`src/rtl/opb_reg_target.sv`:
```
// OPB responder register bank: ID, scratch, control, sticky status with
// IRQ mask, 2 kHz tick counter and read/write access counters.
// Read data is registered one cycle after the strobe and is zero otherwise,
// so OPB_DO can be OR-combined with other targets.
module opb_reg_target #(
  parameter logic [31:0] BASE_ADDR  = 32'h0000_1000,
  parameter logic [31:0] ID_VALUE   = 32'h4750_0001,
  parameter logic [31:0] DEAD_VALUE = 32'hDEAD_BEEF
) (
  input  logic        OPB_CLK,
  input  logic        OPB_RST,
  input  logic [31:0] OPB_ADDR,
  input  logic [31:0] OPB_DI,
  output logic [31:0] OPB_DO,
  input  logic        OPB_RE,
  input  logic        OPB_WE,
  input  logic        PULSE_2KHZ,
  input  logic [31:0] EVENT_IN,
  output logic [31:0] CTRL_OUT,
  output logic        IRQ
);

  localparam logic [3:0] OFF_ID   = 4'h0;
  localparam logic [3:0] OFF_SCR  = 4'h1;
  localparam logic [3:0] OFF_CTRL = 4'h2;
  localparam logic [3:0] OFF_STAT = 4'h3;
  localparam logic [3:0] OFF_MASK = 4'h4;
  localparam logic [3:0] OFF_TICK = 4'h5;
  localparam logic [3:0] OFF_ACC  = 4'h6;

  logic [31:0] r_scratch, r_ctrl, r_status, r_mask, r_tick;
  logic [15:0] r_wr_cnt, r_rd_cnt;
  logic        w_sel, w_wr, w_rd;
  logic [3:0]  w_off;
  logic [31:0] w_rdata, w_w1c;

  assign w_sel    = (OPB_ADDR[31:6] == BASE_ADDR[31:6]);
  assign w_off    = OPB_ADDR[5:2];
  // A simultaneous RE+WE is a write only; no read data, no read count.
  assign w_wr     = OPB_WE && w_sel;
  assign w_rd     = OPB_RE && !OPB_WE && w_sel;
  assign w_w1c    = (w_wr && w_off == OFF_STAT) ? OPB_DI : 32'h0;
  assign CTRL_OUT = r_ctrl;

  // Read mux over pre-update register state.
  always_comb begin
    w_rdata = DEAD_VALUE;
    case (w_off)
      OFF_ID:   w_rdata = ID_VALUE;
      OFF_SCR:  w_rdata = r_scratch;
      OFF_CTRL: w_rdata = r_ctrl;
      OFF_STAT: w_rdata = r_status;
      OFF_MASK: w_rdata = r_mask;
      OFF_TICK: w_rdata = r_tick;
      OFF_ACC:  w_rdata = {r_wr_cnt, r_rd_cnt};
      default:  w_rdata = DEAD_VALUE;
    endcase
  end

  // Registered read data, forced to zero when no read is being returned.
  always_ff @(posedge OPB_CLK or posedge OPB_RST) begin
    if (OPB_RST) OPB_DO <= 32'h0;
    else         OPB_DO <= w_rd ? w_rdata : 32'h0;
  end

  // Plain RW registers.
  always_ff @(posedge OPB_CLK or posedge OPB_RST) begin
    if (OPB_RST) begin
      r_scratch <= 32'h0;
      r_ctrl    <= 32'h0;
      r_mask    <= 32'h0;
    end else if (w_wr) begin
      if (w_off == OFF_SCR)  r_scratch <= OPB_DI;
      if (w_off == OFF_CTRL) r_ctrl    <= OPB_DI;
      if (w_off == OFF_MASK) r_mask    <= OPB_DI;
    end
  end

  // Sticky status: W1C, with a coincident event winning over the clear.
  always_ff @(posedge OPB_CLK or posedge OPB_RST) begin
    if (OPB_RST) r_status <= 32'h0;
    else         r_status <= (r_status & ~w_w1c) | EVENT_IN;
  end

  // Interrupt from current status and mask, so it lags changes by one cycle.
  always_ff @(posedge OPB_CLK or posedge OPB_RST) begin
    if (OPB_RST) IRQ <= 1'b0;
    else         IRQ <= |(r_status & r_mask);
  end

  // Tick counter: a write load takes priority and drops a coincident pulse.
  always_ff @(posedge OPB_CLK or posedge OPB_RST) begin
    if (OPB_RST)                        r_tick <= 32'h0;
    else if (w_wr && w_off == OFF_TICK) r_tick <= OPB_DI;
    else if (PULSE_2KHZ)                r_tick <= r_tick + 32'h1;
  end

  // Saturating counters of accepted writes and reads at any offset.
  always_ff @(posedge OPB_CLK or posedge OPB_RST) begin
    if (OPB_RST) begin
      r_wr_cnt <= 16'h0;
      r_rd_cnt <= 16'h0;
    end else begin
      if (w_wr && r_wr_cnt != 16'hFFFF) r_wr_cnt <= r_wr_cnt + 16'h1;
      if (w_rd && r_rd_cnt != 16'hFFFF) r_rd_cnt <= r_rd_cnt + 16'h1;
    end
  end

endmodule

```
`config.mk`:
```
export PLATFORM = sky130hd
export DESIGN_NAME = opb_reg_target
export DESIGN_NICKNAME = d
export VERILOG_FILES = /design/src/rtl/opb_reg_target.sv
export SDC_FILE = /design/constraint.sdc
export NUM_CORES = 1
export LEC_CHECK = 0
export CAP_MARGIN = 10
export CORE_MARGIN = 8
export CORE_UTILIZATION = 49
export DETAILED_ROUTE_END_ITERATION = 8
export PLACE_DENSITY = 0.81
export SYNTH_ARGS = -nofsm -noshare
export SYNTH_HDL_FRONTEND = slang
export SYNTH_SLANG_ARGS = --single-unit
export TNS_END_PERCENT = 50
```
`constraint.sdc`:
```
create_clock -name OPB_CLK -period 9.4 [get_ports OPB_CLK]
set_input_delay 1.88 -clock OPB_CLK [delete_from_list [all_inputs] [get_ports OPB_CLK]]
set_output_delay 1.88 -clock OPB_CLK [all_outputs]
set_load 0.1 [all_outputs]
```
==> results of run 1 <==
==> cell type report <==
class                      instances  area (µm²)
timing repair buffer             172        1700
fill                            1616        7910
clock inverter                     6        83.8
tap                              275         344
sequential                       225        5630
multi-input combinational        603        4680
inverter                           7        33.8
clock buffer                      36         707
==> state kept, by name, summed over array words and instances, names as in the netlist, 16 cells and up <==
register / count
CTRL_OUT: 32
OPB_DO: 32
r_mask: 32
r_rd_cnt: 16
r_scratch: 32
r_status: 32
r_tick: 32
r_wr_cnt: 16
==> stage by stage <==
step / cell area (µm²) / instances / utilization
floorplan: 10600 / 888 / -
global placement: 12400 / 1282 / 0.588
detailed placement: 12400 / 1282 / 0.588
CTS: 13200 / 1324 / 0.625
global route: 13200 / 1324 / 0.625
finish: 13200 / 1324 / 0.625
==> metal layers <==
metal	routed length [µm]	GRT usage	vias up	share of wire
li1	-	-	3607	-
met5	0	0	-	0
met2	14700	0.367	534	0.46
met3	3120	0.0531	108	0.098
met1	12700	0.301	4187	0.40
met4	1390	0.116	0	0.044
==> power breakdown <==
group          total [W]  internal, W  switching [W]
Sequential       0.00101     0.000983      0.0000269
Clock           0.000949     0.000572       0.000377
Combinational   0.000145    0.0000667      0.0000779
Total            0.00210      0.00162       0.000482
==> placed cells by master, fill, tap and decap left out, drive strengths merged, types with 32 or more instances in the layout <==
master	synthesis	final
dfrtp	225	225
clkdlybuf4s50	0	163
mux2	98	98
a22oi	68	68
nand2	58	58
nor2	48	48
xnor2	44	44
a21oi	41	41
clkbuf	24	36
a21o	32	32
==> cell usage after synthesis, types with 8 or more instances <==
| master | n | area (µm²) |
|---|---|---|
| mux2_4 | 30 | 450 |
| nand2_1 | 55 | 206 |
| a21o_1 | 32 | 240 |
| a21oi_1 | 41 | 205 |
| nand4_1 | 26 | 163 |
| and3_1 | 15 | 93.8 |
| nor3_1 | 10 | 50.1 |
| a221oi_1 | 24 | 210 |
| xnor2_1 | 44 | 385 |
| buf_2 | 19 | 95.1 |
| mux2_1 | 68 | 766 |
| and4_1 | 8 | 70.1 |
| xor2_1 | 17 | 149 |
| clkbuf_1 | 24 | 90.1 |
| a22oi_1 | 68 | 510 |
| nand3_1 | 27 | 135 |
| a31oi_1 | 26 | 163 |
| dfrtp_1 | 225 | 5630 |
| nor2_1 | 47 | 176 |
==> critical path, delay by kind of cell <==
family | cells | cell delay (ns)
compound gates | 1 | 0.06
buf+inv | 3 | 1.59
simple gates | 4 | 1.52
==> logic make-up (layout without fill, tap and decap cells) <==
kind of cell	Yosys count	in the layout	share of synthesized area
AOI/OAI and AO/OA	213	213	0.146
and+or+nand+nor	224	224	0.121
DFF	225	225	0.532
xor gates and xnor gates	61	61	0.0505
muxes	102	102	0.119
adders and majority gates	3	3	0.00355
buffers and inverters	60	221	0.0274
==> worst min path at each step <==
stage	startpoint	depth (start not counted)	slack, ns	end
after floorplan	r_wr_cnt[15]	1	0.46	r_wr_cnt[15]
after global placement	r_scratch[27]	1	0.47	r_scratch[27]
final	r_scratch[7]	1	0.49	r_scratch[7]
after detailed placement	r_scratch[3]	1	0.48	r_scratch[3]
after CTS	r_scratch[4]	1	0.49	r_scratch[4]
after global routing	r_scratch[16]	1	0.51	r_scratch[16]
==> reports/metrics.csv, run 1 <==
metric,value,unit
ys flop type,dfrtp_1,
initial antenna violation count,0,
cell mode on critical path,buf_4,
CTS Sinks,225,
vias in the first global route,8818,
clock root cell,clkbuf_16,
HPWL Detailed,21600,µm
Clock Latency Late Sink,0.52,ns
Fin. Hold Viols,0,
TNS Setup,0,ns
DRT iter0 DRCs,1001,
GP Congestion,0.921,
"Seq/Total Area, Yosys",0.532,
post-DR wirelength/cell,24.1,µm
worst path cell trace,clkdlybuf4s50_1 > nand2b_1 > nor2_2 > buf_4 > nand4_1 > buf_4 > nor2_1 > a21oi_1,
Slew HR,0.301,
io pins,166,
Post-synth EDFFs,0,
Global Route Usage Sum,0.234,
syn_nets,992,
CTS Buf Count,24,
Setup Viol. Count Final,0,
GRT overflow,0,
Die Span Y,163,µm
Cell Rows,53,
drc violations,0,
Worst setup EP type,register,
CTS H-tree depth,1,
Layout area overhead,24.6,%
class of the most critical hold timing path,register to register,
first-pass GRT wire length,48900,µm
die area,26500,µm²
register bit total from synthesis,225,
r2r startpoint,r_tick[0],
worst vdd ir,0.112,mV
Die X,163,µm
Max Root-Sink Buffers,3,
unique cell type count in the Yosys netlist,52,
DRT antenna net count,0,
Pwr Total,0.00210,W
port buffer count,163,
CTS tree,built,
Crit-path slowest cell,clkdlybuf4s50_1,
cts-stage hold buffer count,0,
crit path time final,4.75,ns
Worst EP arrival,5.11,ns
RSZ-0062 raised after global routing,false,
max-cap check violation count,0,
detailed-route wire length,31900,µm
Synth Instances,888,
Final Hold Slack,0.492,ns
vias per cell,6.37,
slew at the pin closest to its max-slew limit,1.05,ns
initial core utilization,0.502,
Post-synth ARST share,1.00,
clock-pin slew on the worst setup and hold paths,0.06,ns
Worst Setup SP,OPB_ADDR[2],
RR Endpoint,r_tick[30],
count of pins over their slew limit,0,
setup bufs post-CTS,0,
status,completed,
Vias,8436,
CP Class,primary input to register,
CP Max Fanout,64,
DP Worst Slack,4.34,ns
period utilization,0.505,
Yosys warning total,0,
post-CTS sizing,0,
Mean Syn Cell Area,11.9,µm²
core area,21100,µm²
Crit path required time,9.77,ns
final setup margin,4.65,ns
LEAKAGE,5.66,nW
max incr delay on CP,0.85,ns
reg2reg setup slack,6.91,ns
fmax,211,MHz
PD cells,160,nW/µm²
largest net degree at the start of global routing,104,
Worst R2R Path Depth,6,
ANT cells,0,
crit path capture,r_tick[28],
nets,1137,
CP Launch Type,primary input,
drt pass-1 iters,6,
clk_skew,0.0107,ns
ratio of cells with drive above 1 in the final layout,0.0972,
post-synthesis cell area,10600,µm²
Power figures use the tool's default switching activity.
==> run 2, diff against run 1 <==
--- a/config.mk
+++ b/config.mk
@@ -9,7 +9,7 @@
 export CORE_MARGIN = 8
 export CORE_UTILIZATION = 49
 export DETAILED_ROUTE_END_ITERATION = 8
-export PLACE_DENSITY = 0.81
+export PLACE_DENSITY = 0.84
 export SYNTH_ARGS = -nofsm -noshare
 export SYNTH_HDL_FRONTEND = slang
 export SYNTH_SLANG_ARGS = --single-unit
==> constraint.sdc (replaced) <==
create_clock -name OPB_CLK -period 4.1 [get_ports OPB_CLK]
set_input_delay 0.82 -clock OPB_CLK [delete_from_list [all_inputs] [get_ports OPB_CLK]]
set_output_delay 0.82 -clock OPB_CLK [all_outputs]
set_load 0.1 [all_outputs]
==> reports/metrics.csv, run 2 (synthesized netlist as in run 1, its figures left out) <==
metric,value,unit
Die X,163,µm
setup bufs post-CTS,0,
Pwr Total,0.00481,W
initial core utilization,0.502,
Worst setup EP type,primary output,
worst path cell trace,clkdlybuf4s50_1,
hold path depth,1,
post-DR wirelength/cell,23.8,µm
GRT overflow,0,
count of pins over their slew limit,0,
CP Class,register to primary output,
RSZ-0062 raised after global routing,false,
largest net degree at the start of global routing,94,
"commonest cells after routing, fill and taps aside","225 x dfrtp_1, 163 x clkdlybuf4s50_1, 68 x mux2_1, 68 x a22oi_1, 55 x nand2_1",
class of the most critical hold timing path,register to register,
Max Root-Sink Buffers,3,
Worst Path Buf+Inv,1,
reg2reg setup slack,1.88,ns
vias per cell,6.27,
CP Launch Type,register,
drc violations,0,
DRT iter0 DRCs,838,
port buffer count,163,
period utilization,0.721,
GP Congestion,0.876,
Inst Count DP,1294,
Layout area overhead,25.8,%
io pins,166,
Vias,8379,
detailed-route wire length,31800,µm
HPWL Detailed,22000,µm
fmax,338,MHz
Setup Viol. Count Final,0,
Worst R2R Path Depth,7,
r2r startpoint,r_tick[0],
clk_skew,0.0123,ns
RR Endpoint,r_tick[30],
CTS tree,built,
Crit-path slowest cell,clkdlybuf4s50_1,
initial antenna violation count,0,
Clock Latency Late Sink,0.52,ns
crit path time final,2.96,ns
first-pass GRT wire length,49600,µm
Global Route Usage Sum,0.237,
nets,1149,
Post-Layout Cell Count,1336,
clock-pin slew on the worst setup and hold paths,0.06,ns
Cell Rows,53,
CTS Buf Count,24,
PD cells,362,nW/µm²
Hold EP,r_scratch[7],
CTS Sinks,225,
post-CTS sizing,0,
ANT cells,0,
worst vdd ir,0.275,mV
Final Hold Slack,0.491,ns
vias in the first global route,8715,
max-cap check violation count,0,
clock root cell,clkbuf_16,
Die Span Y,163,µm
ratio of cells with drive above 1 in the final layout,0.107,
drt pass-1 iters,5,
DRT antenna net count,0,
Worst EP arrival,2.14,ns
hold_sp,r_scratch[7],
max incr delay on CP,1.18,ns
LEAKAGE,5.73,nW
CP top delay family,buffers and inverters,
CTS H-tree depth,1,
die area,26500,µm²
TNS Setup,0,ns
Fin. Hold Viols,0,
cts-stage hold buffer count,0,
"commonest non-fill, non-tap cell in the layout",dfrtp_1,
Slew HR,0.327,
Crit path required time,3.28,ns
core area,21100,µm²
slew at the pin closest to its max-slew limit,1.01,ns
CP Max Fanout,3,
status,completed,
## run 2: final cells by class
cell class	count	area (µm²)
Sequential cell	225	5630
Fill cell	1605	7780
Inverter	7	30.0
Tap cell	275	344
Clock inverter	5	53.8
Multi-Input combinational cell	603	4680
Timing Repair Buffer	184	1840
Clock buffer	37	731
## run 2: routing by layer
| layer | part of all wire | GRT usage | wire (µm) | vias to the layer above |
|---|---|---|---|---|
| li1 | - | - | - | 3627 |
| met1 | 0.40 | 0.313 | 12700 | 4156 |
| met2 | 0.46 | 0.361 | 14500 | 502 |
| met3 | 0.11 | 0.0617 | 3380 | 94 |
| met4 | 0.039 | 0.111 | 1230 | 0 |
| met5 | 0 | 0 | 0 | - |
## run 2: where the power goes
| group | total [W] | switching (W) | leakage (nW) | internal, W |
|---|---|---|---|---|
| Clock | 0.00216 | 0.000876 | 0.389 | 0.00129 |
| Combinational | 0.000338 | 0.000179 | 2.38 | 0.000159 |
| Sequential | 0.00231 | 0.0000599 | 2.96 | 0.00225 |
## run 2: through the flow
step                setup WS [ns]  instance area [µm²]  utilization
floorplan                   0.342                10600            -
global placement            0.826                12500        0.594
finish                       1.14                13300        0.631
detailed placement          0.771                12500        0.594
global route                 1.12                13300        0.631
CTS                          1.15                13300        0.631
## run 2: worst max path at each step
stage	start	to	slack (ns)	depth (start not counted)
CTS	CTRL_OUT[28]	CTRL_OUT[28]	1.15	1
global route	CTRL_OUT[28]	CTRL_OUT[28]	1.12	1
floorplan	OPB_RST	CTRL_OUT[0]	0.34	1
detailed placement	OPB_ADDR[7]	r_mask[15]	0.77	7
global placement	OPB_ADDR[15]	r_mask[16]	0.83	7
finish	CTRL_OUT[28]	CTRL_OUT[28]	1.14	1
==> run 3, diff against run 2 <==
--- a/config.mk
+++ b/config.mk
@@ -9,7 +9,7 @@
 export CORE_MARGIN = 8
 export CORE_UTILIZATION = 49
 export DETAILED_ROUTE_END_ITERATION = 8
-export PLACE_DENSITY = 0.84
+export PLACE_DENSITY = 0.81
 export SYNTH_ARGS = -nofsm -noshare
 export SYNTH_HDL_FRONTEND = slang
 export SYNTH_SLANG_ARGS = --single-unit
==> constraint.sdc (replaced) <==
create_clock -name OPB_CLK -period 2.8 [get_ports OPB_CLK]
set_input_delay 0.56 -clock OPB_CLK [delete_from_list [all_inputs] [get_ports OPB_CLK]]
set_output_delay 0.56 -clock OPB_CLK [all_outputs]
set_load 0.1 [all_outputs]
==> reports/metrics.csv, run 3 (synthesized netlist as in run 1, its figures left out) <==
metric,value,unit
drt pass-1 iters,6,
port buffer count,163,
CTS Sinks,225,
Final Hold Slack,0.486,ns
CTS Buf Count,25,
sw power,0.00167,W
Worst setup EP type,register,
initial antenna violation count,0,
"commonest cells after routing, fill and taps aside","225 x dfrtp_1, 102 x buf_4, 98 x clkdlybuf4s50_1",
drc violations,0,
io pins,166,
Layout area overhead,27.9,%
Clock Latency Late Sink,0.52,ns
setup bufs post-CTS,0,
final core utilization,0.641,
HPWL Detailed,23300,µm
Worst Setup SP,OPB_ADDR[24],
DRT iter0 DRCs,775,
worst vdd ir,0.350,mV
Comb power frac,0.074,
Fin. Hold Viols,0,
vias in the first global route,9010,
DRT antenna net count,0,
ANT cells,0,
post-DR wirelength/cell,23.6,µm
class of the most critical hold timing path,primary input to async pin,
crit path capture,CTRL_OUT[18],
CP Max Fanout,18,
Crit path required time,3.18,ns
Cell Rows,53,
crit path time final,2.25,ns
"commonest non-fill, non-tap cell in the layout",dfrtp_1,
Worst R2R Path Depth,5,
Worst EP arrival,2.64,ns
CP Launch Type,primary input,
slew at the pin closest to its max-slew limit,0.652,ns
GRT overflow,0,
nets,1181,
initial core utilization,0.502,
count of pins over their slew limit,0,
Sequential Power Share,0.476,
core area,21100,µm²
sw frac,0.235,
Slew HR,0.564,
Global Route Usage Sum,0.243,
largest net degree at the start of global routing,65,
cts-stage hold buffer count,0,
clock root cell,clkbuf_16,
clk_skew,0.0124,ns
Clk network pwr share,0.449,
CP Class,primary input to register,
Die Span Y,163,µm
CTS H-tree depth,1,
reg2reg setup slack,0.77,ns
status,completed,
LEAKAGE,6.07,nW
Setup Viol. Count Final,0,
GP Congestion,0.930,
CTS tree,built,
clock-pin slew on the worst setup and hold paths,0.06,ns
detailed-route wire length,32300,µm
vias per cell,6.25,
period utilization,0.805,
Die X,163,µm
TNS Setup,0,ns
fmax,444,MHz
max-cap check violation count,0,
Power Internal,0.00545,W
RR Endpoint,r_rd_cnt[15],
ratio of cells with drive above 1 in the final layout,0.195,
Max Root-Sink Buffers,3,
r2r startpoint,r_rd_cnt[2],
Vias,8562,
die area,26500,µm²
post-CTS sizing,0,
PD cells,526,nW/µm²
RSZ-0062 raised after global routing,false,
first-pass GRT wire length,50900,µm
[run 3: area by class of cell]
class                   instances  area, µm²
inverters                       7       30.0
well taps                     275        344
fillers                      1599       7560
clock buffers                  32        672
repair buffers                215       2050
multi-input cells             603       4680
clock inverters                13        128
flip-flops and latches        225       5630
[run 3: worst min path at each step]
stage,end,slack (ns),cells past startpoint
after global routing,r_scratch[13],0.50,1
after floorplan,r_wr_cnt[15],0.46,1
after detailed placement,r_scratch[13],0.48,1
final,r_mask[25],0.49,2
after CTS,r_tick[28],0.48,2
after global placement,r_scratch[27],0.47,1
[run 3: power by group through the flow]
stage | registers, W | logic (W) | clock network [W]
2_1_floorplan | 0.00341 | 0.000247 | 0
3_5_place_dp | 0.00344 | 0.000527 | 0
3_3_place_gp | 0.00344 | 0.000518 | 0
4_1_cts | 0.00339 | 0.000529 | 0.00323
6_report | 0.00339 | 0.000528 | 0.00320
5_1_grt | 0.00340 | 0.000577 | 0.00339
[run 3: worst max-delay path, stage by stage]
cell             delay (ns)
clkdlybuf4s50_1        0.44
nor4_4                 0.38
nand4_2                0.27
nor2_4                 0.25
nand2_2                0.09
buf_4                  0.27
mux2_1                 0.36
[run 3: metrics by stage]
stage / std cells / instance area [µm²] / total power, W / setup WS (ns)
after floorplan: 888 / 10600 / 0.00365 / -0.698
after global placement: 1325 / 12700 / 0.00396 / 0.151
after detailed placement: 1325 / 12700 / 0.00397 / 0.0544
after CTS: 1370 / 13500 / 0.00715 / 0.562
after global routing: 1370 / 13500 / 0.00736 / 0.453
final: 1370 / 13500 / 0.00712 / 0.546
[run 3: per-layer routing]
layer / track usage / vias to the layer above / routed length [µm]
met3: 0.0655 / 107 / 3070
li1: - / 3699 / -
met2: 0.388 / 487 / 15200
met5: 0 / - / 0
met1: 0.308 / 4269 / 12600
met4: 0.106 / 0 / 1420
